--- config.mk ---
export PLATFORM = sky130hd
export DESIGN_NAME = sample_streamer_flat
export DESIGN_NICKNAME = d
export VERILOG_FILES = /design/src/rtl/sample_streamer_if.sv /design/src/rtl/sample_streamer.sv /design/src/flat_wrapper.sv
export SDC_FILE = /design/constraint.sdc
export NUM_CORES = 1
export LEC_CHECK = 0
export CORE_UTILIZATION = 30
export DETAILED_ROUTE_END_ITERATION = 8
export HOLD_SLACK_MARGIN = 0.1
export PLACE_DENSITY = 0.5
export SLEW_MARGIN = 20
export SYNTH_ARGS = -nofsm -noshare
export SYNTH_HDL_FRONTEND = slang
export SYNTH_SLANG_ARGS = --single-unit
export TNS_END_PERCENT = 5
--- constraint.sdc ---
create_clock -name clk -period 3.17 [get_ports clk]
set_input_delay 0.634 -clock clk [delete_from_list [all_inputs] [get_ports clk]]
set_output_delay 0.634 -clock clk [all_outputs]
set_load 0.05 [all_outputs]
--- src/rtl/sample_streamer_if.sv ---
// Read port between the sample streamer and the cellular-RAM controller.
// One outstanding word read at a time; mem_ack pulses once per completed request.
interface sample_streamer_if #(
    parameter int ADDR_W = 23,
    parameter int DATA_W = 16
);
    logic              mem_req;
    logic [ADDR_W-1:0] mem_addr;
    logic              mem_ack;
    logic [DATA_W-1:0] mem_rdata;

    modport master (output mem_req, mem_addr, input mem_ack, mem_rdata);
    modport slave  (input mem_req, mem_addr, output mem_ack, mem_rdata);
endinterface

--- src/rtl/sample_streamer.sv ---
// Playback front end: walks a word-address range in the cellular RAM, buffers samples,
// and releases one offset-binary sample per tick to the DAC/PWM stage.
module sample_streamer #(
    parameter int ADDR_W     = 23,
    parameter int DATA_W     = 16,
    parameter int OUT_W      = 8,
    parameter int FIFO_DEPTH = 8,
    parameter int TICK_DIV   = 2272
) (
    input  logic                clk,
    input  logic                rst,
    input  logic                start,
    input  logic                stop,
    input  logic                loop,
    input  logic [ADDR_W-1:0]   start_addr,
    input  logic [ADDR_W-1:0]   end_addr,
    sample_streamer_if.master   mem,
    output logic [OUT_W-1:0]    sample,
    output logic                sample_stb,
    output logic                busy,
    output logic                underrun
);
    localparam int PTR_W  = $clog2(FIFO_DEPTH);
    localparam int CNT_W  = PTR_W + 1;
    localparam int TCNT_W = $clog2(TICK_DIV);
    localparam logic [CNT_W-1:0]  FULL      = CNT_W'(FIFO_DEPTH);
    localparam logic [TCNT_W-1:0] TICK_LAST = TCNT_W'(TICK_DIV - 1);
    localparam logic [OUT_W-1:0]  MID       = {1'b1, {(OUT_W-1){1'b0}}};

    localparam logic [1:0] IDLE       = 2'd0;
    localparam logic [1:0] FETCH      = 2'd1;
    localparam logic [1:0] WAIT_SPACE = 2'd2;
    localparam logic [1:0] DRAIN      = 2'd3;

    logic [1:0]        state;
    logic              stopping;
    logic              req;
    logic [ADDR_W-1:0] cur, startLat, endLat;
    logic [OUT_W-1:0]  fifoMem [FIFO_DEPTH];
    logic [PTR_W-1:0]  rdPtr, wrPtr;
    logic [CNT_W-1:0]  count, countNext;
    logic [TCNT_W-1:0] tickCnt;
    logic              tick, accept, push, pop, startGo, holdStop, endStop, flush;
    logic              unusedLowBits;

    assign mem.mem_req  = req;
    assign mem.mem_addr = cur;
    assign busy         = (state != IDLE);

    // Only the top OUT_W bits of each word reach the DAC.
    assign unusedLowBits = ^mem.mem_rdata[DATA_W-OUT_W-1:0];

    assign tick     = (tickCnt == TICK_LAST);
    // An ack with no request in flight (e.g. left over from a reset) is ignored.
    assign accept   = req && mem.mem_ack;
    assign push     = accept && !stopping && !stop;
    assign pop      = tick && busy && (count != '0);
    assign startGo  = (state == IDLE) && start && !stop;
    // A stop with a read in flight waits for its ack; otherwise it ends playback now.
    assign holdStop = busy && stop && req && !mem.mem_ack;
    assign endStop  = busy && ((stop && !(req && !mem.mem_ack)) || (stopping && accept));
    assign flush    = endStop || startGo;
    assign countNext = count + CNT_W'(push) - CNT_W'(pop);

    always_ff @(posedge clk) begin
        if (!rst && push) begin
            assert (count != FULL);
            fifoMem[wrPtr] <= mem.mem_rdata[DATA_W-1 -: OUT_W];
        end
    end

    always_ff @(posedge clk) begin
        if (rst) begin
            state      <= IDLE;
            stopping   <= 1'b0;
            req        <= 1'b0;
            cur        <= '0;
            startLat   <= '0;
            endLat     <= '0;
            rdPtr      <= '0;
            wrPtr      <= '0;
            count      <= '0;
            tickCnt    <= '0;
            sample     <= MID;
            sample_stb <= 1'b0;
            underrun   <= 1'b0;
        end else begin
            tickCnt    <= tick ? '0 : tickCnt + 1'b1;
            sample_stb <= pop;
            if (pop) sample <= fifoMem[rdPtr] ^ MID;
            if (tick && busy && count == '0) underrun <= 1'b1;

            if (flush) begin
                rdPtr <= '0;
                wrPtr <= '0;
                count <= '0;
            end else begin
                if (push) wrPtr <= wrPtr + 1'b1;
                if (pop)  rdPtr <= rdPtr + 1'b1;
                count <= countNext;
            end

            if (endStop) begin
                state    <= IDLE;
                req      <= 1'b0;
                stopping <= 1'b0;
            end else begin
                if (holdStop) stopping <= 1'b1;
                case (state)
                    IDLE: if (startGo) begin
                        startLat <= start_addr;
                        endLat   <= end_addr;
                        cur      <= start_addr;
                        underrun <= 1'b0;
                        state    <= FETCH;
                    end
                    FETCH: if (!req) begin
                        req <= 1'b1;
                    end else if (accept) begin
                        // Drop req for a cycle so each read is a distinct request.
                        req   <= 1'b0;
                        state <= (countNext < FULL) ? FETCH : WAIT_SPACE;
                        if (cur == endLat) begin
                            if (loop) cur   <= startLat;
                            else      state <= DRAIN;
                        end else begin
                            cur <= cur + 1'b1;
                        end
                    end
                    WAIT_SPACE: if (count < FULL) state <= FETCH;
                    DRAIN:      if (count == '0)  state <= IDLE;
                    default:    state <= IDLE;
                endcase
            end
        end
    end
endmodule
--- src/flat_wrapper.sv ---
// flat-port wrapper written by rule: the top's interface ports become plain ports
module sample_streamer_flat 
#(
    parameter int ADDR_W     = 23,
    parameter int DATA_W     = 16,
    parameter int OUT_W      = 8,
    parameter int FIFO_DEPTH = 8,
    parameter int TICK_DIV   = 2272
)
  (clk, rst, start, stop, loop, start_addr, end_addr, sample, sample_stb, busy, underrun, mem_mem_req, mem_mem_addr, mem_mem_ack, mem_mem_rdata);
  sample_streamer_if #(.ADDR_W(ADDR_W), .DATA_W(DATA_W)) mem_i ();
  input  logic clk;
  input  logic rst;
  input  logic start;
  input  logic stop;
  input  logic loop;
  input  logic [ADDR_W-1:0] start_addr;
  input  logic [ADDR_W-1:0] end_addr;
  output logic [OUT_W-1:0] sample;
  output logic sample_stb;
  output logic busy;
  output logic underrun;
  output wire logic [$bits(mem_i.mem_req)-1:0] mem_mem_req;
  output wire logic [$bits(mem_i.mem_addr)-1:0] mem_mem_addr;
  input wire logic [$bits(mem_i.mem_ack)-1:0] mem_mem_ack;
  input wire logic [$bits(mem_i.mem_rdata)-1:0] mem_mem_rdata;
  assign mem_mem_req = mem_i.mem_req;
  assign mem_mem_addr = mem_i.mem_addr;
  assign mem_i.mem_ack = mem_mem_ack;
  assign mem_i.mem_rdata = mem_mem_rdata;
  sample_streamer #(.ADDR_W(ADDR_W), .DATA_W(DATA_W), .OUT_W(OUT_W), .FIFO_DEPTH(FIFO_DEPTH), .TICK_DIV(TICK_DIV)) u_core (.clk(clk), .rst(rst), .start(start), .stop(stop), .loop(loop), .start_addr(start_addr), .end_addr(end_addr), .mem(mem_i), .sample(sample), .sample_stb(sample_stb), .busy(busy), .underrun(underrun));
endmodule
# Word level (Yosys, flattened, before mapping)

Memory sizes are Yosys's and may differ from the RTL's. A register that Yosys moved wholly into a read port is not among the register bits.
Cells that the tools add are included.

Bits in registers: 105
RAM bits: 64
Bits of input ports: 68
Output and inout port bits: 35
Logic and storage cells: 94
Memories kept: 1

$add $sub $neg: 6
Magnitude comparators: 2
Equal/unequal tests: 11
Mux-type cells: 25
Bitwise operators: 2
Reduce and logical (&&, ||, !) cells: 34

Memories:

| memory         | words | bits a word | read ports | clocked after memory_dff | wr ports | RTL line              | text |
|---|---|---|---|---|---|---|---|
| u_core.fifoMem | 8     | 8           | 1          | 1                        | 1        | sample_streamer.sv:39 | `logic [OUT_W-1:0] fifoMem [FIFO_DEPTH];` |

Operator list:

| cell                                                                    | number |
|---|---|
| 23-bit 2-to-1 mux                                                       | 5 |
| 23-bit case mux with 2 select lines                                     | 1 |
| 23-bit by 1-bit adder with 23-bit output, second input constant         | 1 |
| 23-bit == test                                                          | 1 |
| 1-bit logical AND                                                       | 16 |
| 2-bit 2-to-1 mux                                                        | 8 |
| 12-bit by 1-bit adder with 12-bit output, second input constant         | 1 |
| 12-bit == test, second input constant                                   | 1 |
| 2-bit by 1-bit inequality test with 1-bit output, second input constant | 5 |
| 4-bit less-than comparator, second input constant                       | 2 |
| 1-bit 2-to-1 mux                                                        | 8 |
| 2-bit case mux with 4 select lines                                      | 1 |
| 3-bit by 1-bit adder with 3-bit output, second input constant           | 2 |
| 3-bit 2-to-1 mux                                                        | 2 |
| 6-bit AND reduction                                                     | 1 |
| 2-bit OR reduction                                                      | 3 |
| 1-bit logical NOT                                                       | 5 |
| 5-bit AND reduction                                                     | 1 |
| 4-bit by 1-bit adder with 4-bit output                                  | 1 |
| 2-bit == test, second input constant                                    | 2 |
| 4-bit logical NOT                                                       | 1 |
| 2-bit nonzero test                                                      | 2 |
| 4-bit nonzero test                                                      | 1 |
| 4-bit by 1-bit subtractor with 4-bit output                             | 1 |
| 6 further kinds                                                         | 8 |

# Longest topological paths before layout

Depth after elaboration: 12
Depth in mapped cells: 14
Depth with buffers taken out: 14

# Worst setup path after synthesis

OpenSTA, ideal clock, no wires.

Path kind: reg2reg
Start: reg u_core.tickCnt[0]
End: reg u_core.state[0]
Setup time: 0.122 ns
Arrival: 2.626 ns
Data required time: 3.048 ns
Path slack: 0.423 ns
Cell stages (with the launch flop): 15
Path buffers: 0
Period minus slack after synthesis: 2.747 ns
Cells stage by stage: dfxtp_1 ha_1 nand2_1 nor3_1 nand4_1 nor3_1 ha_1 inv_1 ha_1 a21o_1 a21oi_1 xor2_1 nand2_1 o21ai_0 nor3_1

Longest elaborated chain between the ends: 11

Ends and longest elaborated chain:

| element                                       | RTL line               | text |
|---|---|---|
| start: declaration                            | sample_streamer.sv:42  | `logic [TCNT_W-1:0] tickCnt;` |
| start signal: assignment                      | sample_streamer.sv:88  | `tickCnt <= tick ? '0 : tickCnt + 1'b1;` |
| 12-bit == test *                              | sample_streamer.sv:53  | `assign tick = (tickCnt == TICK_LAST);` |
| 1-bit logical AND * (2 in a row)              | sample_streamer.sv:57  | `assign pop = tick && busy && (count != '0);` |
| named net u_core.pop                          | sample_streamer.sv:43  | `logic tick, accept, push, pop, startGo, holdStop, endStop, flush;` |
| 4-bit by 1-bit subtractor with 4-bit output * | sample_streamer.sv:63  | `assign countNext = count + CNT_W'(push) - CNT_W'(pop);` |
| 4-bit less-than comparator *                  | sample_streamer.sv:122 | `state <= (countNext < FULL) ? FETCH : WAIT_SPACE;` |
| 2-bit 2-to-1 mux *                            | sample_streamer.sv:122 |  |
| 2-bit 2-to-1 mux                              | sample_streamer.sv:124 | `if (loop) cur <= startLat;` |
| 2-bit 2-to-1 mux *                            | sample_streamer.sv:123 | `if (cur == endLat) begin` |
| 2-bit 2-to-1 mux *                            | sample_streamer.sv:119 | `end else if (accept) begin` |
| 2-bit 2-to-1 mux *                            | sample_streamer.sv:117 | `FETCH: if (!req) begin` |
| 2-bit case mux with 4 select lines *          | sample_streamer.sv:109 | `case (state)` |
| end signal: assignment                        | sample_streamer.sv:122 |  |
| end: declaration                              | sample_streamer.sv:35  | `logic [1:0] state;` |

The timed path passes the listed nets; every way through them passes the cells marked *. The select of a mux whose other input is x is not followed.
A chain may end at the register's enable or synchronous reset.

# Worst setup path after layout

Ends and elaborated chain as after synthesis.

==> results.md <==
- Tmin final: 2.85 ns
- Max clock buf depth: 2
- Total core area: 24600 um2
- Die area: 26000 um2
- Initial Util: 0.309
- Final Cycle Share: 0.900
- Initial DRT Pass Iterations: 5
- DP HPWL: 14200 um
- H-tree depth: 4
- Antenna-violating nets left: 0
- Startpoint Class: register
- Sequential share of the synthesized area: 0.536
- Critical path arrival: 3.17 ns
- Post-CTS Resized: 0
- Leak: 3.49 nW
- Avg WL per Cell: 17.1 um
- Placed Area: 9070 um2
- Placer Congestion: 0.767
- Post-Layout Cell Count: 1202
- Max FO, Critical Path: 4
- Setup bufs post-CTS: 0
- Min-delay worst type: reg -> reg
- Die X: 161 um
- WS Path Type: reg -> reg
- Max Slew Vio Count: 0
- Critical path data required time: 3.49 ns
- Vias: 5822
- Smallest hold slack: 0.456 ns
- YS warnings: 0
- CTS tree: done
- Cell total after placement: 1170
- Hold_buf cts: 0
- Vias in the first global route: 5682
- Status: finished clean
- Synth cell types: 48
- Ranking of synthesized cells by area: dfxtp_1, edfxtp_1, nand2_1, mux4_2, a21oi_1
- Pin count of the biggest net entering global routing: 48
- Setup Viol. Count Final: 0
- Std cell rows: 57
- Syn Area/Cell: 10.1 um2
- Syn Inst Count: 754
- Final std cell area, no fill: 9690 um2
- DR vias/cell: 4.84
- PortBufs: 94
- R2R setup slack: 0.32 ns
- Ys flop type: dfxtp_1
- Global-route wire length before repair: 32500 um
- Achievable frequency: 351 MHz
- Nets@finish: 943
- Worst-Skew Late Latency: 0.44 ns
- Top Ports: 103
- Gr ovfl total: 0
- Overall Global Routing Usage: 0.165
- Clk sinks: 172
- Peak supply drop: 288 uV
- Actual transition at the worst max-transition pin: 0.828 ns
- Unrepaired setup endpoints after global routing: no
- Synth Net Count: 832
- Total of max-cap violations: 0
- Share of layout cells above drive strength 1: 0.123
- Final TNS setup: 0 ns
- EDFF count, synth: 64
- DRT Wirelength: 20600 um
- Post-Route Skew: 0.0184 ns
- Pre-CTS WS: 0.344 ns
- Post-synthesis async set-or-reset flop share: 0
- Mapped Area: 7610 um2
- Antenna violations before repair: 1
- Clk slew on worst S/H paths: 0.07 ns
- Post-route DRC: 0
- First DRT Iteration DRCs: 522
- Final setup margin: 0.318 ns
- CP endpoint kind: register
- Max_slew headroom: 0.447
- Root Driver: clkbuf_16
- Cts bufs inserted: 17
- Top-area cell type share of the netlist area: 0.284
- Power density cells: 522 nW/um2
- Area leader, netlist: dfxtp_1
- Die Y: 161 um
- Register bit total from synthesis: 172
- Synth-to-Final Area Change: 27.3%
- N_diodes: 0
- Fin. Hold Viols: 0
-- Yosys cell counts (14+ instances only) --
library cell  number
inv_1             14
edfxtp_1          64
mux4_2            16
o21ai_0           32
a21oi_1           71
mux2i_1           25
xor2_1            33
nor3_1            22
nand3_1           17
nor2_1            72
clkbuf_1          27
dfxtp_1          108
nand2_1          125
-- final timing paths --
path                            cells after the start            endpoint                from
worst min register to register                      2  u_core.startLat[6]  u_core.startLat[6]
worst max-delay path                               14     u_core.state[0]   u_core.tickCnt[0]
worst min-delay path                                2  u_core.startLat[6]  u_core.startLat[6]
worst max register to register                     14     u_core.state[0]   u_core.tickCnt[0]
-- where the power goes --
part | switching (mW) | internal, mW | total, mW
combinational | 0.309 | 0.211 | 0.520
clock | 1.05 | 1.09 | 2.14
sequential | 0.0565 | 2.34 | 2.40
-- logic make-up (layout without fill, tap and decap cells) --
logic type      after synthesis  count (layout)  synth area share
compound gates              147             147             0.117
xor+xnor                     40              40            0.0460
fa+ha+maj                    10              10            0.0174
buf+inv                      57             181            0.0348
flops                       172             172             0.536
mux                          44              44            0.0846
simple gates                284             284             0.163
-- cell usage in the layout (no fill, tap or decap), types with 9 or more instances in the layout --
cell and count:
clkbuf_16 17, nand2_1 125, a21oi_1 71, clkdlybuf4s50_1 93, dfxtp_1 108, and3_1 9, ha_1 9, a211oi_1 12
nor2_1 71, xor2_1 33, o21ai_0 32, nand4_1 9, mux2i_1 25, inv_1 14, edfxtp_1 64, buf_4 41
nor3_1 21, mux4_2 16, nand3_1 17
-- registers in the layout (all words and copies together), names as in the netlist, named ones only --
register             flops
u_core.sample            8
u_core.endLat           23
u_core.wrPtr             3
u_core.startLat         23
u_core.fifoMem          64
u_core.stopping          1
u_core.count             4
u_core.rdPtr             3
u_core.underrun          1
u_core.tickCnt          12
u_core.state             2
u_core.mem.mem_req       1
u_core.mem.mem_addr     23
u_core.sample_stb        1
-- routing by layer --
metal | vias up | global-route usage | share of wire
met1 | 2780 | 0.219 | 0.46
met5 | - | 0 | 0.00053
met3 | 12 | 0.0426 | 0.053
met2 | 132 | 0.267 | 0.47
li1 | 2896 | - | -
met4 | 2 | 0.0373 | 0.0093
-- stage by stage --
step	util	power [mW]
2_1_floorplan	-	2.73
3_3_place_gp	0.369	2.97
3_5_place_dp	0.369	2.97
4_1_cts	0.394	5.13
5_1_grt	0.394	5.28
6_report	0.394	5.06
-- area by class of cell --
| type | count | area (um2) |
|---|---|---|
| fill | 2448 | 14900 |
| sequential | 172 | 4080 |
| multi-input combinational | 525 | 3290 |
| timing repair buffer | 135 | 1240 |
| clock buffer | 17 | 425 |
| tap | 324 | 405 |
| clock inverter | 15 | 194 |
| inverter | 14 | 52.6 |
-- critical path: stages (launching register included) --
cell     delay [ns]
dfxtp_1        0.37
ha_1           0.24
nand2_1        0.07
nor3_1         0.21
nand4_1        0.17
nor3_1         0.32
ha_1           0.20
inv_1          0.06
ha_1           0.27
a21o_1         0.15
a21oi_1        0.17
xor2_1         0.21
nand2_1        0.07
o21ai_0        0.16
nor3_1         0.06
Note: power is estimated with default switching activity, not from simulation.
==> RTL edit, RTL diff (same settings) <==
Register the output `underrun` once more, cleared by the reset; this adds one clock of latency there. The other outputs are not delayed to match.
--- a/src/rtl/sample_streamer.sv
+++ b/src/rtl/sample_streamer.sv
@@ -31,6 +31,8 @@
     localparam logic [1:0] FETCH      = 2'd1;
     localparam logic [1:0] WAIT_SPACE = 2'd2;
     localparam logic [1:0] DRAIN      = 2'd3;
+
+    logic underrun_s0;
 
     logic [1:0]        state;
     logic              stopping;
@@ -83,12 +85,12 @@
             tickCnt    <= '0;
             sample     <= MID;
             sample_stb <= 1'b0;
-            underrun   <= 1'b0;
+            underrun_s0 <= 1'b0;
         end else begin
             tickCnt    <= tick ? '0 : tickCnt + 1'b1;
             sample_stb <= pop;
             if (pop) sample <= fifoMem[rdPtr] ^ MID;
-            if (tick && busy && count == '0) underrun <= 1'b1;
+            if (tick && busy && count == '0) underrun_s0 <= 1'b1;
 
             if (flush) begin
                 rdPtr <= '0;
@@ -111,7 +113,7 @@
                         startLat <= start_addr;
                         endLat   <= end_addr;
                         cur      <= start_addr;
-                        underrun <= 1'b0;
+                        underrun_s0 <= 1'b0;
                         state    <= FETCH;
                     end
                     FETCH: if (!req) begin
@@ -134,4 +136,12 @@
             end
         end
     end
+    always_ff @(posedge clk) begin
+        if (rst) begin
+            underrun <= '0;
+        end else begin
+            underrun <= underrun_s0;
+        end
+    end
+
 endmodule
Check against the original RTL: no difference found for any inputs over 4 cycles, from zero or initial values and one cycle with rst high; that may be too few to reach the edited logic, so the function may still have changed.
==> RTL edit against the unedited design <==
- total power increased by 7.2%
- cell area increased by 3.6%
- routed wire length increased by 4.3%
- sequential cell count increased by 1
- worst setup slack got worse by 0.00097 ns
- area after synthesis increased by 4.4%
- global-route usage decreased by 0.11 points
- critical endpoint is now u_core.state[1]
- largest cell class unchanged
- largest power group unchanged
==> RTL edit: results (changes against the unedited design) <==
stage,metric,value,unit,change
global_routing,number of global-route vias before repair,6034,,"was 5,682"
run_status,status,"complete, no violations",,unchanged
setup_path,worst-path fanout max,3,,was 4
place,gpl congestion,0.7892,,was 0.7667
route,Via density,5.056,,was 4.844
yosys,Netlist cell types,65,,was 48
min_path,hold crit path type,in -> reg,,was reg -> reg
place,area post-placement,9393,sq um,was 9071 sq um
final_layout,filler-free cell count of the finished design,1231,,"was 1,202"
power,Max VDD drop,0.0003976,V,was 0.0002880 V
final_layout,max reg flops,64,,unchanged
setup_path,Critical Path Start,u_core.tickCnt[8],,was u_core.tickCnt[0]
final_layout,Seq/total area,0.4087,,was 0.4214
route,met2 WL,10.42,mm,was 9.738 mm
final_layout,share of layout cells above drive strength 1,0.1328,,was 0.1230
clock_tree,post-CTS sizing,0,,unchanged
place,setup slack after placement,0.2325,ns,was 0.3439 ns
place,hpwl dp,14.55,mm,was 14.17 mm
yosys,"Net Count, Synth",861,,was 832
min_path,worst hold start,rst,,was u_core.startLat[6]
floorplanning,std cell rows,59,,was 57
sta,# setup viols final,0,,unchanged
final_layout,inverters,20,,was 14
sta,Worst Skew,0.02096,ns,was 0.01843 ns
min_path,Hold Crit Endpoint,u_core.sample[2],,was u_core.startLat[6]
sta,upper clock frequency limit,350.5,MHz,was 350.6 MHz
setup_path,Worst R2R Path Depth,11,,was 14
final_layout,clk tree area frac,0.06455,,was 0.06391
final_layout,register area,4104,sq um,was 4084 sq um
power,Leak Pwr,3.416,nW,was 3.492 nW
global_routing,met2 usage in global routing,0.2701,,was 0.2672
setup_path,CP max stage delay,0.51,ns,was 0.37 ns
global_routing,GR Util met3,0.03290,,was 0.04263
route,DR iter-0 viols,408,,was 522
final_layout,final net count,961,,was 943
sta,Hold Slack,0.4510,ns,was 0.4555 ns
final_layout,FILL cells,2616,,"was 2,448"
setup_path,critical path arrival,3.22,ns,was 3.17 ns
yosys,Cells after Synth,783,,was 754
route,Metal-1 WL,9.833,mm,was 9.535 mm
clock_tree,Worst-path clk slew,0.09,ns,was 0.07 ns
setup_path,CP max-delay cell,or4b_1,,was dfxtp_1
yosys,synth cell count leaders,"nand2_1, dfxtp_1, a21oi_1, edfxtp_1, nor2_1",,"was nand2_1, dfxtp_1, nor2_1, a21oi_1, edfxtp_1"
route,routed len/inst,17.43,microns,was 17.12 microns
final_layout,buffer share of cell area,0.1254,,was 0.1283
route,WL met3,939,microns,was 1.100 mm
yosys,Synth warnings,0,,unchanged
route,highest routed layer,met4,,was met5
final_layout,fraction of area in multi-input gates,0.3521,,was 0.3391
global_routing,GRT Util Overall,0.1636,,was 0.1646
global_routing,met1 usage,0.2166,,was 0.2193
yosys,"Seq/Total Area, Yosys",0.5161,,was 0.5363
setup_path,crit path to,u_core.state[1],,was u_core.state[0]
final_layout,Seq cells,173,,was 172
final_layout,multi-input logic cell count,536,,was 525
sta,actual slew at the worst max-slew pin,1.015,ns,was 0.8284 ns
global_routing,initial antenna violation count,0,,was 1
setup_path,"setup slack, reg-to-reg",0.32,ns,about the same
RTL edit: cell families (layout without fill, tap and decap cells):
kind of cell,after synthesis,count (layout),synth area share
AO/OA/AOI/OAI,156,156,0.1363
adder cells (fa/ha/maj),10,10,0.01668
flip-flops,173,173,0.5161
multiplexers,27,27,0.05917
XOR/XNOR,41,41,0.04516
AND/OR/NAND/NOR,302,302,0.1860
buffers and inverters,74,187,0.04060
RTL edit: worst register-to-register path, stage by stage (launching register included):
cell and delay (ns):
dfxtp_1 0.33, or4b_1 0.51, nor3_1 0.26, nor3b_2 0.29
ha_1 0.18, inv_1 0.06, ha_1 0.27, a21o_1 0.16
a21oi_1 0.17, xnor2_1 0.13, a211o_1 0.31, a21oi_1 0.13
RTL edit: power breakdown:
group / switching [W] / internal, W
sequential: 0.0000704 / 0.00236
clock: 0.00112 / 0.00112
combinational: 0.000473 / 0.000281
total: 0.00167 / 0.00376
